<file path="src/rtl/down_timer_if.sv">
// Load handshake, control and status bundle for down_timer.
// The timer sits on the slave side; the producer/CPU drives the master side.
interface down_timer_if #(
  parameter int WIDTH = 4
);
  logic             load_valid;
  logic             load_ready;
  logic [WIDTH-1:0] load_value;
  logic             en;
  logic             auto_reload;
  logic             abort;
  logic [WIDTH-1:0] cout;
  logic             busy;
  logic             tc;
  logic             done;

  modport master (
    output load_valid, load_value, en, auto_reload, abort,
    input  load_ready, cout, busy, tc, done
  );

  modport slave (
    input  load_valid, load_value, en, auto_reload, abort,
    output load_ready, cout, busy, tc, done
  );
endinterface

</file>
<file path="src/rtl/down_timer.sv">
// Loadable down-counting timer with one-shot / auto-reload modes.
// Emits a one-cycle tc pulse per terminal event; done is a level held in DONE.
module down_timer #(
  parameter int WIDTH = 4
) (
  input  logic          clk,
  input  logic          rst,
  down_timer_if.slave   bus
);

  typedef enum logic [1:0] {
    IDLE = 2'd0,
    RUN  = 2'd1,
    DONE = 2'd2
  } state_t;

  state_t           r_state;
  logic [WIDTH-1:0] r_cout;
  logic [WIDTH-1:0] r_reload;
  logic             r_tc;
  logic             r_done;

  state_t           w_state_nxt;
  logic [WIDTH-1:0] w_cout_nxt;
  logic [WIDTH-1:0] w_reload_nxt;
  logic             w_tc_nxt;
  logic             w_done_nxt;

  // NOTE: every signal gets a default before the case so no path leaves it
  // unassigned; otherwise synthesis infers a latch.
  always_comb begin
    w_state_nxt  = r_state;
    w_cout_nxt   = r_cout;
    w_reload_nxt = r_reload;
    w_tc_nxt     = 1'b0;
    w_done_nxt   = r_done;

    unique case (r_state)
      IDLE, DONE: begin
        if (bus.abort) begin
          // Abort beats a simultaneous load; in IDLE this changes nothing.
          w_state_nxt = IDLE;
          w_cout_nxt  = '0;
          w_done_nxt  = 1'b0;
        end else if (bus.load_valid) begin
          w_cout_nxt   = bus.load_value;
          w_reload_nxt = bus.load_value;
          if (bus.load_value == '0) begin
            w_state_nxt = DONE;
            w_tc_nxt    = 1'b1;
            w_done_nxt  = 1'b1;
          end else begin
            w_state_nxt = RUN;
            w_done_nxt  = 1'b0;
          end
        end
      end

      RUN: begin
        if (bus.abort) begin
          w_state_nxt = IDLE;
          w_cout_nxt  = '0;
        end else if (bus.en) begin
          if (r_cout > WIDTH'(1)) begin
            w_cout_nxt = r_cout - WIDTH'(1);
          end else if (r_cout == WIDTH'(1)) begin
            w_tc_nxt = 1'b1;
            if (bus.auto_reload) begin
              w_cout_nxt = r_reload;
            end else begin
              w_cout_nxt  = '0;
              w_state_nxt = DONE;
              w_done_nxt  = 1'b1;
            end
          end
        end
      end

      default: begin
        w_state_nxt = IDLE;
        w_cout_nxt  = '0;
        w_done_nxt  = 1'b0;
      end
    endcase
  end

  // NOTE: sequential state uses non-blocking assignments so every register
  // samples the pre-edge values, independent of statement order.
  always_ff @(posedge clk or posedge rst) begin
    if (rst) begin
      r_state  <= IDLE;
      r_cout   <= '0;
      r_reload <= '0;
      r_tc     <= 1'b0;
      r_done   <= 1'b0;
    end else begin
      r_state  <= w_state_nxt;
      r_cout   <= w_cout_nxt;
      r_reload <= w_reload_nxt;
      r_tc     <= w_tc_nxt;
      r_done   <= w_done_nxt;
    end
  end

  assign bus.cout       = r_cout;
  assign bus.tc         = r_tc;
  assign bus.done       = r_done;
  assign bus.busy       = (r_state == RUN);
  assign bus.load_ready = (r_state != RUN);

endmodule

</file>
<file path="src/flat_wrapper.sv">
// flat-port wrapper written by rule: the top's interface ports become plain ports
module down_timer_flat 
#(
  parameter int WIDTH = 4
)
  (clk, rst, bus_load_valid, bus_load_value, bus_en, bus_auto_reload, bus_abort, bus_load_ready, bus_cout, bus_busy, bus_tc, bus_done);
  down_timer_if #(.WIDTH(WIDTH)) bus_i ();
  input  logic clk;
  input  logic rst;
  input wire logic [$bits(bus_i.load_valid)-1:0] bus_load_valid;
  input wire logic [$bits(bus_i.load_value)-1:0] bus_load_value;
  input wire logic [$bits(bus_i.en)-1:0] bus_en;
  input wire logic [$bits(bus_i.auto_reload)-1:0] bus_auto_reload;
  input wire logic [$bits(bus_i.abort)-1:0] bus_abort;
  output wire logic [$bits(bus_i.load_ready)-1:0] bus_load_ready;
  output wire logic [$bits(bus_i.cout)-1:0] bus_cout;
  output wire logic [$bits(bus_i.busy)-1:0] bus_busy;
  output wire logic [$bits(bus_i.tc)-1:0] bus_tc;
  output wire logic [$bits(bus_i.done)-1:0] bus_done;
  assign bus_i.load_valid = bus_load_valid;
  assign bus_i.load_value = bus_load_value;
  assign bus_i.en = bus_en;
  assign bus_i.auto_reload = bus_auto_reload;
  assign bus_i.abort = bus_abort;
  assign bus_load_ready = bus_i.load_ready;
  assign bus_cout = bus_i.cout;
  assign bus_busy = bus_i.busy;
  assign bus_tc = bus_i.tc;
  assign bus_done = bus_i.done;
  down_timer #(.WIDTH(WIDTH)) u_core (.clk(clk), .rst(rst), .bus(bus_i));
endmodule
</file>
<file path="config.mk">
export PLATFORM = sky130hd
export DESIGN_NAME = down_timer_flat
export DESIGN_NICKNAME = d
export VERILOG_FILES = /design/src/rtl/down_timer_if.sv /design/src/rtl/down_timer.sv /design/src/flat_wrapper.sv
export SDC_FILE = /design/constraint.sdc
export NUM_CORES = 1
export LEC_CHECK = 0
export CORE_ASPECT_RATIO = 0.7
export CORE_MARGIN = 5
export CORE_UTILIZATION = 40
export CTS_CLUSTER_DIAMETER = 80
export DETAILED_ROUTE_END_ITERATION = 16
export PLACE_DENSITY_LB_ADDON = 0.25
export SETUP_SLACK_MARGIN = 0.3
export SKIP_LAST_GASP = 1
export SYNTH_ARGS = -nofsm -noshare
export SYNTH_HDL_FRONTEND = slang
export SYNTH_SLANG_ARGS = --single-unit
</file>
<file path="constraint.sdc">
create_clock -name clk -period 4 [get_ports clk]
set_input_delay 0.6 -clock clk [delete_from_list [all_inputs] [get_ports clk]]
set_output_delay 0.6 -clock clk [all_outputs]
set_load 0.005 [all_outputs]
</file>
==> results.toml <==
[global_routing]
met3_usage_pct = 6.16
grt_max_degree = 13
grt_pass1_wl_um = 2810
grt_util_met2_pct = 17.7
grt_usage_pct = 14.1
antenna_found_initial = 0
use_met1_pct = 21.3
grt_pass1_vias = 592
grt_overflow_total = 0
top_usage_layer = "met1"

[floorplanning]
die-area_sq_um = 2830
io_pins = 18
die_h_um = 46.1
num_rows = 13
initial_core_util_pct = 41.2
die-width_um = 61.5
core-area_sq_um = 1810

[synthesis]
ys_seq_elements = 12
yosysWarnings = 0
syn_area_sq_um = 743
synth.avg_cell_area_sq_um = 8.85
yosysUniqueCellTypes = 31
synth_top_area_cell = "dfrtp_1"
synthesis.nets = 96
synthDominantCellAreaShare_pct = 40.4
ys_top_cells_by_area = "dfrtp_1 40%, nand2_1 5.1%, o21ai_0 4.7%, nor3_1 4.0%, ha_1 3.4%"
synth-seq-area-share_pct = 40.4
synth_cells = 84

[finish]
antenna_cells = 0
drive_gt1_share_pct = 8.82
final_common_cell = "clkdlybuf4s50_1"
area_growth_pct = 28.5
fin_nets = 115
final_cells = 124
final_cell_mix = "17 x clkdlybuf4s50_1, 12 x dfrtp_1, 10 x nand2_1"

[sta]
fin_ws_ns = 1.73
holdWs_ns = 0.480
hold_viol_final = 0
rsz0062_at_grt = "no"
fin_skew_ns = 0.000561
fmax_mhz = 440
worst_pin_slew_ns = 0.540
period_needed_ns = 2.27
setup_tns_ns = 0
slew_violations = 0
setup_viol = 0
period_share_pct = 56.8
relSlewSlack_pct = 64.0

[power]
ir_drop_uv = 295
p_leak_nw = 0.423
power.total_mw = 0.593
power_density_nw_per_um2 = 621

[critical_path]
worstSetupEndpointType = "output pin"
arrival_ns = 1.67
cp-start-kind = "flop"
r2r_start = "u_core.bus.cout[0]"
critPathKind = "flop to output pin"
r2r_setup_slack_ns = 2.10
reg2reg_depth = 4
required_ns = 3.40
r2r-end = "u_core.bus.cout[3]"
path_max_fanout = 8

[clocking]
cts_sinks = 12
htree_num_levels = 1
cts_setup_buffers = 0
clockBufferDepth = 2
clk_latency_ns = 0.28
postCtsHoldBufs = 0
clk_pin_slew_ns = 0.08
cts_tree = "done"
cts_made_buffers = 3
cts_resized = 0
cts_root_buffer = "clkbuf_4"

[drt]
vias = 705
drc = 0
routedWlPerCell_um = 14.2
dr.pass1.iters = 4
ant_nets = 0
avgViaCountPerCell = 5.69
routed_wl_um = 1770
drt_iter0_markers = 34

[min_path]
min_path_type = "flop to flop"
hold_depth = 2
holdPathEnd = "u_core.r_reload[1]"
hp-start = "u_core.r_reload[1]"

[placement]
io_buffers = 17
place_hpwl_um = 1320
globalplace.congestion = 0.862
dp_slack_ns = 1.78
place_inst = 120

[run]
maxCapViolations = 0

[outcome]
outcome = "complete, no violations"
-- stage by stage --
step                area (sq um)  utilization (%)
detailed placement           918             50.9
finish                       955             52.9
CTS                          955             52.9
floorplan                    743                -
global route                 955             52.9
global placement             918             50.9
-- power by group --
group | total, mW | internal (mW) | switching, mW
clock | 0.102 | 0.0555 | 0.0463
sequential | 0.206 | 0.163 | 0.0422
combinational | 0.285 | 0.148 | 0.137
-- per-layer routing --
metal	vias up	part of all wire [%]
met5	-	0
met4	0	0.62
met3	3	7.1
met2	22	39
met1	330	53
li1	350	-
-- cells in the mapped netlist --
cell type / number
a221o_1: 1
dfrtp_1: 12
or2_2: 2
o31ai_1: 3
inv_1: 6
o32ai_2: 1
a31oi_1: 1
a32oi_1: 2
a2bb2oi_1: 1
mux2_2: 1
ha_1: 2
a21oi_1: 4
nor2b_1: 1
clkbuf_1: 1
or4_1: 1
a21o_1: 2
o32ai_1: 1
o21ai_0: 7
nor2_1: 4
nand3_1: 4
nand2_1: 10
buf_6: 1
nor3b_1: 1
nor4b_1: 1
nor3_1: 6
nand2b_1: 2
buf_4: 1
or4b_4: 1
and4_1: 2
and3_1: 1
nor4_1: 1
-- layout make-up --
class	instances	area, sq um
timing repair buffer	17	170
sequential	12	300
fill	174	851
clock buffer	4	36.3
inverter	6	22.5
multi-input combinational	63	398
tap	22	27.5
-- flip-flops by register name, indices dropped and copies added (netlist names) --
name	cells
u_core.r_state	2
u_core.bus.tc	1
u_core.r_reload	4
u_core.bus.done	1
u_core.bus.cout	4
-- logic make-up after synthesis --
logic type | count (synthesis) | synth area share, %
and+or+nand+nor | 37 | 27.1
AOI/OAI and AO/OA | 23 | 21.5
DFF | 12 | 40.4
buffers and inverters | 9 | 6.06
adders and majority gates | 2 | 3.37
muxes | 1 | 1.52
-- worst max-delay path, cell delays in order, from the launching register on --
cell	delay, ns
dfrtp_1	0.40
nand2b_1	0.28
inv_1	0.19
clkdlybuf4s50_1	0.52
-- worst max path at each step --
stage,startpoint,end,slack (ns),cells after the start
final,u_core.r_state[1],bus_busy,1.73,3
after CTS,u_core.r_state[1],bus_busy,1.74,3
after global placement,bus_abort,u_core.r_state[1],1.75,5
after global routing,u_core.r_state[1],bus_busy,1.63,3
after detailed placement,bus_abort,u_core.r_state[1],1.78,5
after floorplan,u_core.bus.cout[0],u_core.bus.cout[3],2.27,4
No activity file was read; power rests on OpenSTA's default activity.
